<file path="src/rtl/asi_arb.sv">
// Burst-granular read/write arbiter for the shared usr_clk memory port.
// Optional anti-starvation limit is enabled by defining ASI_ARB_STARVE_EN.
module asi_arb #(
   parameter int ASI_ARB  = 0,
   parameter int ARB_MAXB = 4,
   parameter int ARB_CW   = $clog2(ARB_MAXB + 1)
) (
   input  logic usr_clk,
   input  logic usr_reset_n,
   input  logic usr_rrequest,
   input  logic usr_re,
   input  logic usr_rlast,
   output logic usr_rgrant,
   input  logic usr_wrequest,
   input  logic usr_we,
   input  logic usr_wlast,
   output logic usr_wgrant,
   output logic usr_arb_busy,
   output logic usr_arb_err
);

   typedef enum logic [1:0] {
      ARB_IDLE = 2'd0,
      ARB_RD   = 2'd1,
      ARB_WR   = 2'd2
   } arb_st_t;

   localparam logic PRIO_RD = (ASI_ARB != 0);

   arb_st_t r_st;
   arb_st_t w_pick;
   logic    r_rgrant;
   logic    r_wgrant;
   logic    r_busy;
   logic    r_err;
   logic    w_rdone;
   logic    w_wdone;
   logic    w_rdone_own;
   logic    w_wdone_own;
   logic    w_decide;
   logic    w_starve;
   logic    w_err_evt;

   function automatic arb_st_t pick(input logic r, input logic w, input logic starve);
      arb_st_t res;
      if (r && w)
         res = (PRIO_RD ^ starve) ? ARB_RD : ARB_WR;
      else if (r)
         res = ARB_RD;
      else if (w)
         res = ARB_WR;
      else
         res = ARB_IDLE;
      return res;
   endfunction

   assign w_rdone     = usr_re & usr_rlast;
   assign w_wdone     = usr_we & usr_wlast;
   // Only a done strobe from the current owner ends a burst.
   assign w_rdone_own = (r_st == ARB_RD) & w_rdone;
   assign w_wdone_own = (r_st == ARB_WR) & w_wdone;
   assign w_decide    = ((r_st != ARB_RD) && (r_st != ARB_WR)) | w_rdone_own | w_wdone_own;

`ifdef ASI_ARB_STARVE_EN
   logic [ARB_CW-1:0] r_scnt;
   logic [ARB_CW-1:0] w_scnt_nxt;
   logic              w_low_req;
   logic              w_low_done;
   logic              w_prio_done;

   assign w_low_req   = PRIO_RD ? usr_wrequest : usr_rrequest;
   assign w_low_done  = PRIO_RD ? w_wdone_own  : w_rdone_own;
   assign w_prio_done = PRIO_RD ? w_rdone_own  : w_wdone_own;

   always_comb begin
      w_scnt_nxt = r_scnt;
      if (w_low_done)
         w_scnt_nxt = '0;
      else if (w_prio_done) begin
         if (!w_low_req)
            w_scnt_nxt = '0;
         else if (r_scnt < ARB_CW'(ARB_MAXB))
            w_scnt_nxt = r_scnt + 1'b1;
      end
   end

   // Decision uses the post-update count so the MAXB-th priority burst hands over.
   assign w_starve = (w_scnt_nxt >= ARB_CW'(ARB_MAXB));

   always_ff @(posedge usr_clk or negedge usr_reset_n) begin
      if (!usr_reset_n)
         r_scnt <= '0;
      else
         r_scnt <= w_scnt_nxt;
   end
`else
   logic w_unused_cfg;
   assign w_unused_cfg = ^{32'(ARB_CW), 32'(ARB_MAXB)};
   assign w_starve     = 1'b0;
`endif

   assign w_pick = pick(usr_rrequest, usr_wrequest, w_starve);

   always_ff @(posedge usr_clk or negedge usr_reset_n) begin
      if (!usr_reset_n) begin
         r_st     <= ARB_IDLE;
         r_rgrant <= 1'b0;
         r_wgrant <= 1'b0;
         r_busy   <= 1'b0;
      end else if (w_decide) begin
         r_st     <= w_pick;
         r_rgrant <= (w_pick == ARB_RD);
         r_wgrant <= (w_pick == ARB_WR);
         r_busy   <= (w_pick != ARB_IDLE);
      end
   end

   assign w_err_evt = (usr_re & ~r_rgrant) | (usr_we & ~r_wgrant) | (usr_re & usr_we);

   always_ff @(posedge usr_clk or negedge usr_reset_n) begin
      if (!usr_reset_n)
         r_err <= 1'b0;
      else if (w_err_evt)
         r_err <= 1'b1;
   end

   assign usr_rgrant   = r_rgrant;
   assign usr_wgrant   = r_wgrant;
   assign usr_arb_busy = r_busy;
   assign usr_arb_err  = r_err;

endmodule

</file>
<file path="config.mk">
export PLATFORM = sky130hd
export DESIGN_NAME = asi_arb
export DESIGN_NICKNAME = d
export VERILOG_FILES = /design/src/rtl/asi_arb.sv
export SDC_FILE = /design/constraint.sdc
export NUM_CORES = 1
export LEC_CHECK = 0
export CAP_MARGIN = 10
export CORE_AREA = 2 2 39 41
export CTS_BUF_LIST = sky130_fd_sc_hd__clkbuf_16
export DETAILED_ROUTE_END_ITERATION = 16
export DIE_AREA = 0 0 41 43
export PLACE_DENSITY = 0.5
export SETUP_SLACK_MARGIN = 0.4
export SLEW_MARGIN = 20
export SYNTH_ARGS = -nofsm -noshare
export SYNTH_HDL_FRONTEND = slang
export SYNTH_SLANG_ARGS = --single-unit
export TNS_END_PERCENT = 5
</file>
<file path="constraint.sdc">
create_clock -name usr_clk -period 1.8 [get_ports usr_clk]
set_clock_uncertainty 0.05 [all_clocks]
set_input_delay 0.36 -clock usr_clk [delete_from_list [all_inputs] [get_ports usr_clk]]
set_output_delay 0.36 -clock usr_clk [all_outputs]
set_load 0.02 [all_outputs]
</file>
==> results of run 1 <==
-- registers in the layout, indices dropped and copies added, names as in the netlist --
signal,flops
usr_arb_busy,1
usr_wgrant,1
r_st,2
usr_arb_err,1
-- power by group --
| part | switching (uW) | total [uW] | internal, uW | leakage, uW |
|---|---|---|---|---|
| Combinational | 41.6 | 93.0 | 51.3 | 0.000122 |
| Clock | 70.8 | 358 | 287 | 0.0000423 |
| Sequential | 10.3 | 137 | 127 | 0.0000545 |
-- stage by stage --
stage	worst slack, ps	total power (uW)	util, %	cells
after floorplan	668	186	-	21
after global placement	264	234	27.0	48
after detailed placement	256	235	27.0	48
after CTS	200	598	32.6	52
after global routing	176	616	32.8	52
final	219	589	32.8	52
-- what timing repair did --
item,4_1_cts,5_1_grt
pin swaps,0,0
resized for setup,1,1
setup endpoints to repair,4,4
setup buffers,0,0
-- Yosys cell counts --
library cell / number / share of area [%]
and2b_1: 1 / 3.1
a21boi_4: 1 / 7.7
mux2i_1: 2 / 8.2
o21bai_1: 1 / 3.1
a31o_1: 1 / 3.6
dfrtp_1: 5 / 51
nor2_1: 1 / 1.5
inv_1: 3 / 4.6
o21ai_0: 1 / 2.0
mux2i_2: 1 / 5.6
and2b_2: 1 / 3.6
a21oi_1: 2 / 4.1
nand2_1: 1 / 1.5
-- per-layer routing --
layer  wire (um)  share of wire (%)
met5           0                  0
met4          37                6.8
met3          95                 17
met2         192                 35
met1         218                 40
-- kinds of logic (layout without fill, tap and decap cells) --
family / Yosys count / count (layout)
compound gates: 6 / 6
flops: 5 / 5
simple gates: 4 / 4
mux: 3 / 3
buf+inv: 3 / 18
-- cell type report --
class / instances / share of cell area, %
flip-flops and latches: 5 / 27.5
well taps: 16 / 4.41
multi-input cells: 13 / 23.7
clock inverters: 1 / 0.826
clock buffers: 3 / 16.5
inverters: 3 / 2.48
repair buffers: 11 / 24.5
-- worst max path at each step --
stage / to
floorplan: usr_arb_busy
global placement: usr_wgrant
detailed placement: usr_arb_busy
CTS: usr_arb_busy
global route: usr_wgrant
finish: usr_wgrant
==> impl_metrics.xml, run 1 <==
<?xml version="1.0" encoding="UTF-8"?>
<metrics>
  <group name="global_routing">
    <metric name="gr-usage-all-layers" unit="%">8.70</metric>
    <metric name="busiest_layer" unit="">met4</metric>
    <metric name="grt_overflow" unit="">0</metric>
    <metric name="use_met2" unit="%">9.06</metric>
    <metric name="use_met1" unit="%">8.58</metric>
    <metric name="grt_pass1_wl" unit="um">834</metric>
    <metric name="first_global_vias" unit="">209</metric>
    <metric name="grt_max_degree" unit="">6</metric>
    <metric name="antenna_found_initial" unit="">0</metric>
    <metric name="globalRouteMet3Util" unit="%">6.81</metric>
  </group>
  <group name="setup_path">
    <metric name="crit-reg2reg-capture" unit="">usr_arb_busy</metric>
    <metric name="crit_path_top_delay_cell" unit="">clkdlybuf4s50_1</metric>
    <metric name="setup.worst_path.start_class" unit="">flop</metric>
    <metric name="worst_path_largest_cell_delay" unit="ps">600</metric>
    <metric name="required" unit="ps">1390</metric>
    <metric name="timing.critical_path.cells" unit="">clkdlybuf4s50_1</metric>
    <metric name="crit_path_end_kind" unit="">primary output</metric>
    <metric name="path_buf_inv" unit="">1</metric>
    <metric name="crit_cells" unit="">1</metric>
    <metric name="crit_path_max_fanout" unit="">2</metric>
    <metric name="rrSetupSlack" unit="ps">690</metric>
    <metric name="worst_reg2reg_path_length_in_cells" unit="">3</metric>
    <metric name="rr_startpoint" unit="">r_st[0]</metric>
    <metric name="worst-setup-path-type" unit="">flop to primary output</metric>
    <metric name="worst_path_dominant_cell_family" unit="">buffers and inverters</metric>
    <metric name="arrival_time_at_the_worst_endpoint" unit="ps">1170</metric>
    <metric name="timing.critical_path.from" unit="">usr_wgrant</metric>
  </group>
  <group name="clock_network">
    <metric name="cts.hold.buffers_added" unit="">0</metric>
    <metric name="cts_root_buffer" unit="">clkbuf_16</metric>
    <metric name="clk_pin_slew" unit="ps">30</metric>
    <metric name="tritoncts_sinks" unit="">5</metric>
    <metric name="clock_insertion_delay_worst_skew" unit="ps">230</metric>
    <metric name="cts_tree" unit="">yes</metric>
    <metric name="clk_buf_depth" unit="">2</metric>
    <metric name="cts-buffers-inserted" unit="">3</metric>
    <metric name="cts-htree-levels" unit="">1</metric>
  </group>
  <group name="yosys">
    <metric name="yosys_register_bits" unit="">5</metric>
    <metric name="synth_xor_xnor_area_share" unit="%">0</metric>
    <metric name="synth-compound-area-share" unit="%">20.5</metric>
    <metric name="synth-adder-area-share" unit="%">0</metric>
    <metric name="post_synth.cell_area_avg" unit="um2">11.6</metric>
    <metric name="post_synth_mux_area_share" unit="%">13.8</metric>
    <metric name="synthCells" unit="">21</metric>
    <metric name="seq_area_frac_synth" unit="%">51.3</metric>
    <metric name="synth_warnings" unit="">0</metric>
    <metric name="syn-num-nets" unit="">29</metric>
    <metric name="largest_family_of_logic_cells_by_synthesized_area" unit="">compound AO/OA/AOI/OAI gates</metric>
    <metric name="synthDistinctLibCells" unit="">13</metric>
    <metric name="mappedNetlistArea" unit="um2">244</metric>
    <metric name="yosys.area_share.simple" unit="%">9.74</metric>
  </group>
  <group name="layout">
    <metric name="register_area" unit="um2">125</metric>
    <metric name="area_growth" unit="%">86.2</metric>
    <metric name="final_area" unit="um2">454</metric>
    <metric name="net_total_in_the_final_layout" unit="">45</metric>
    <metric name="antenna_cells_inserted" unit="">0</metric>
    <metric name="fillers" unit="">142</metric>
    <metric name="multi_input_area" unit="um2">108</metric>
    <metric name="most_frequent_standard_cell_in_the_layout_excluding_fill_and_tap_cells" unit="">clkdlybuf4s50_1</metric>
    <metric name="layout.cells.most_common_list" unit="">clkdlybuf4s50_1, dfrtp_1, inv_1, clkbuf_16</metric>
    <metric name="drive_above_1_share" unit="%">16.7</metric>
  </group>
  <group name="route">
    <metric name="drtAntennaViolNets" unit="">0</metric>
    <metric name="detail_route.first_pass.iterations" unit="">2</metric>
    <metric name="vias_per_cell" unit="">4.10</metric>
    <metric name="vias" unit="">213</metric>
    <metric name="remaining_drc_errors" unit="">0</metric>
    <metric name="initialDrtViolationCount" unit="">2</metric>
    <metric name="finalWirelength" unit="um">544</metric>
    <metric name="avgRoutedWirePerCell" unit="um">10.5</metric>
  </group>
  <group name="timing">
    <metric name="setup_viol_count_final" unit="">0</metric>
    <metric name="fmaxAchievable" unit="GHz">0.632</metric>
    <metric name="rsz0062_at_grt" unit="">true</metric>
    <metric name="setup_total_negative_slack" unit="ps">0</metric>
    <metric name="post-route-min-period" unit="ps">1580</metric>
    <metric name="maxSlewHeadroom" unit="%">83.7</metric>
    <metric name="finalHoldViolCount" unit="">0</metric>
    <metric name="layout_worst_path_cycle_share" unit="%">87.8</metric>
    <metric name="final_max_slew_viol_count" unit="">0</metric>
    <metric name="timing_worst_slew_pin_value" unit="ps">240</metric>
    <metric name="worst_hold_slack" unit="ps">300</metric>
  </group>
  <group name="place">
    <metric name="portBuffers" unit="">11</metric>
    <metric name="post_dp_cell_area" unit="um2">374</metric>
    <metric name="place_hpwl" unit="um">408</metric>
    <metric name="gpl_wtd_cong" unit="">0.591</metric>
  </group>
  <group name="die">
    <metric name="die_x" unit="um">41</metric>
    <metric name="initial_utilization" unit="%">17.6</metric>
    <metric name="floorplan.rows" unit="">14</metric>
    <metric name="die-area" unit="um2">1760</metric>
    <metric name="core-area" unit="um2">1380</metric>
    <metric name="boundaryPins" unit="">12</metric>
    <metric name="floorplan.die.height" unit="um">43</metric>
  </group>
  <group name="run_status">
    <metric name="run_status" unit="">complete, no violations</metric>
  </group>
  <group name="power_and_ir_drop">
    <metric name="worst_ir_drop_on_vdd" unit="V">0.000393</metric>
    <metric name="cellLeakagePower" unit="uW">0.000219</metric>
    <metric name="cellPowerDensity" unit="nW/um2">1300</metric>
  </group>
  <group name="worst_hold_path">
    <metric name="hold_class" unit="">input pin to asynchronous set/reset pin</metric>
  </group>
  <group name="flow_run">
    <metric name="drv.max_cap_violation_count" unit="">0</metric>
  </group>
</metrics>
(Power assumes the default switching activity.)
==> inputs of run 2 (changes only) <==
--- a/config.mk
+++ b/config.mk
@@ -5,7 +5,6 @@
 export SDC_FILE = /design/constraint.sdc
 export NUM_CORES = 1
 export LEC_CHECK = 0
-export CAP_MARGIN = 10
 export CORE_AREA = 2 2 39 41
 export CTS_BUF_LIST = sky130_fd_sc_hd__clkbuf_16
 export DETAILED_ROUTE_END_ITERATION = 16
@@ -16,4 +15,3 @@
 export SYNTH_ARGS = -nofsm -noshare
 export SYNTH_HDL_FRONTEND = slang
 export SYNTH_SLANG_ARGS = --single-unit
-export TNS_END_PERCENT = 5
==> run 2 against run 1 <==
Non-clock buffer count stayed put. Critical endpoint is now usr_rgrant. Core utilization is 0.36 points lower. Critical path depth stayed put. Global-route usage stayed put.
==> impl_metrics.xml, run 2 (synthesis gave the netlist of run 1 again) <==
<?xml version="1.0" encoding="UTF-8"?>
<metrics>
  <group name="run_status">
    <metric name="run_status" unit="">complete, no violations</metric>
  </group>
  <group name="layout">
    <metric name="most_frequent_standard_cell_in_the_layout_excluding_fill_and_tap_cells" unit="">clkdlybuf4s50_1</metric>
    <metric name="area_growth" unit="%">84.1</metric>
    <metric name="drive_above_1_share" unit="%">16.7</metric>
    <metric name="multi_input_area" unit="um2">108</metric>
    <metric name="final_area" unit="um2">449</metric>
    <metric name="layout.cells.most_common_list" unit="">clkdlybuf4s50_1, dfrtp_1, inv_1, clkbuf_16, dlygate4sd2_1</metric>
    <metric name="net_total_in_the_final_layout" unit="">45</metric>
    <metric name="fillers" unit="">145</metric>
    <metric name="antenna_cells_inserted" unit="">0</metric>
    <metric name="largest_register" unit="">r_st</metric>
    <metric name="largest_register_ff_count" unit="">2</metric>
    <metric name="register_area" unit="um2">125</metric>
  </group>
  <group name="setup_path">
    <metric name="worst_path_dominant_cell_family" unit="">flip-flops</metric>
    <metric name="crit_path_top_delay_cell" unit="">dfrtp_1</metric>
    <metric name="path_buf_inv" unit="">1</metric>
    <metric name="crit_path_end_kind" unit="">primary output</metric>
    <metric name="worst-setup-path-type" unit="">flop to primary output</metric>
    <metric name="arrival_time_at_the_worst_endpoint" unit="ps">930</metric>
    <metric name="crit_path_max_fanout" unit="">4</metric>
    <metric name="worst_path_largest_cell_delay" unit="ps">380</metric>
    <metric name="timing.critical_path.cells" unit="">clkdlybuf4s15_1</metric>
    <metric name="required" unit="ps">1390</metric>
    <metric name="setup.worst_path.start_class" unit="">flop</metric>
  </group>
  <group name="global_routing">
    <metric name="gr-usage-all-layers" unit="%">8.70</metric>
    <metric name="use_met1" unit="%">8.58</metric>
    <metric name="globalRouteMet3Util" unit="%">6.81</metric>
    <metric name="antenna_found_initial" unit="">0</metric>
    <metric name="busiest_layer" unit="">met4</metric>
    <metric name="grt_max_degree" unit="">6</metric>
    <metric name="first_global_vias" unit="">209</metric>
    <metric name="use_met2" unit="%">9.06</metric>
    <metric name="grt_pass1_wl" unit="um">834</metric>
    <metric name="grt_overflow" unit="">0</metric>
  </group>
  <group name="flow_run">
    <metric name="drv.max_cap_violation_count" unit="">0</metric>
  </group>
  <group name="clock_network">
    <metric name="clk_pin_slew" unit="ps">30</metric>
    <metric name="cts-buffers-inserted" unit="">3</metric>
    <metric name="cts_root_buffer" unit="">clkbuf_16</metric>
    <metric name="clk_buf_depth" unit="">2</metric>
    <metric name="cts_tree" unit="">yes</metric>
    <metric name="cts-htree-levels" unit="">1</metric>
    <metric name="tritoncts_sinks" unit="">5</metric>
    <metric name="clock_insertion_delay_worst_skew" unit="ps">230</metric>
    <metric name="cts.hold.buffers_added" unit="">0</metric>
    <metric name="post_cts_resized" unit="">4</metric>
    <metric name="post_cts_buffers" unit="">0</metric>
  </group>
  <group name="timing">
    <metric name="post-route-worst-setup-slack" unit="ps">464</metric>
    <metric name="fmaxAchievable" unit="GHz">0.748</metric>
    <metric name="maxSlewHeadroom" unit="%">83.7</metric>
    <metric name="layout_worst_path_cycle_share" unit="%">74.2</metric>
    <metric name="final_max_slew_viol_count" unit="">0</metric>
    <metric name="setup_total_negative_slack" unit="ps">0</metric>
    <metric name="setup_viol_count_final" unit="">0</metric>
    <metric name="rsz0062_at_grt" unit="">false</metric>
    <metric name="finalHoldViolCount" unit="">0</metric>
    <metric name="worst_hold_slack" unit="ps">301</metric>
    <metric name="timing_worst_slew_pin_value" unit="ps">240</metric>
    <metric name="post-route-min-period" unit="ps">1340</metric>
  </group>
  <group name="route">
    <metric name="detail_route.first_pass.iterations" unit="">2</metric>
    <metric name="remaining_drc_errors" unit="">0</metric>
    <metric name="vias_per_cell" unit="">4.10</metric>
    <metric name="avgRoutedWirePerCell" unit="um">10.5</metric>
    <metric name="finalWirelength" unit="um">545</metric>
    <metric name="drtAntennaViolNets" unit="">0</metric>
    <metric name="initialDrtViolationCount" unit="">2</metric>
    <metric name="vias" unit="">213</metric>
  </group>
  <group name="worst_hold_path">
    <metric name="hold_class" unit="">input pin to asynchronous set/reset pin</metric>
  </group>
  <group name="power_and_ir_drop">
    <metric name="worst_ir_drop_on_vdd" unit="V">0.000392</metric>
    <metric name="cellPowerDensity" unit="nW/um2">1300</metric>
    <metric name="post-layout-total-power" unit="uW">584</metric>
    <metric name="cellLeakagePower" unit="uW">0.000210</metric>
  </group>
  <group name="die">
    <metric name="floorplan.rows" unit="">14</metric>
    <metric name="die_x" unit="um">41</metric>
    <metric name="core-area" unit="um2">1380</metric>
    <metric name="die-area" unit="um2">1760</metric>
    <metric name="initial_utilization" unit="%">17.6</metric>
    <metric name="floorplan.die.height" unit="um">43</metric>
    <metric name="boundaryPins" unit="">12</metric>
  </group>
  <group name="place">
    <metric name="place_hpwl" unit="um">408</metric>
    <metric name="dpl_worst_slack" unit="ps">256</metric>
    <metric name="portBuffers" unit="">11</metric>
    <metric name="post_dp_cell_area" unit="um2">374</metric>
    <metric name="gpl_wtd_cong" unit="">0.591</metric>
  </group>
</metrics>
## run 2: where the power goes
part / internal (uW) / leakage, uW / total (uW) / switching (uW)
combinational: 46.3 / 0.000114 / 88.1 / 41.8
clock: 287 / 0.0000423 / 358 / 70.8
sequential: 127 / 0.0000545 / 137 / 10.2
total: 461 / 0.000210 / 584 / 123
## run 2: final cells by class
type | instances | share of cell area, %
tap | 16 | 4.46
sequential | 5 | 27.9
clock buffer | 3 | 16.7
clock inverter | 1 | 0.836
timing repair buffer | 11 | 23.7
inverter | 3 | 2.51
multi-input combinational | 13 | 24.0
## run 2: per-layer routing
metal | vias to the layer above | wire (um)
met5 | - | 0
met4 | 0 | 37
met3 | 4 | 95
met2 | 15 | 191
met1 | 95 | 220
li1 | 99 | -
## run 2: worst paths after layout
check                               end  slack (ps)         from  depth (start not counted)
max                          usr_rgrant         460      r_st[0]                          1
min                             r_st[1]         300  usr_reset_n                          1
max reg2reg                usr_arb_busy         680      r_st[0]                          3
min reg2reg                 usr_arb_err         420  usr_arb_err                          1
max in group asynchronous   usr_arb_err        1220  usr_reset_n                          1
min in group usr_clk        usr_arb_err         420  usr_arb_err                          1
## run 2: metrics by stage
step                util (%)  cells
floorplan                  -     21
global placement        27.0     48
detailed placement      27.0     48
CTS                     32.4     52
global route            32.5     52
finish                  32.5     52
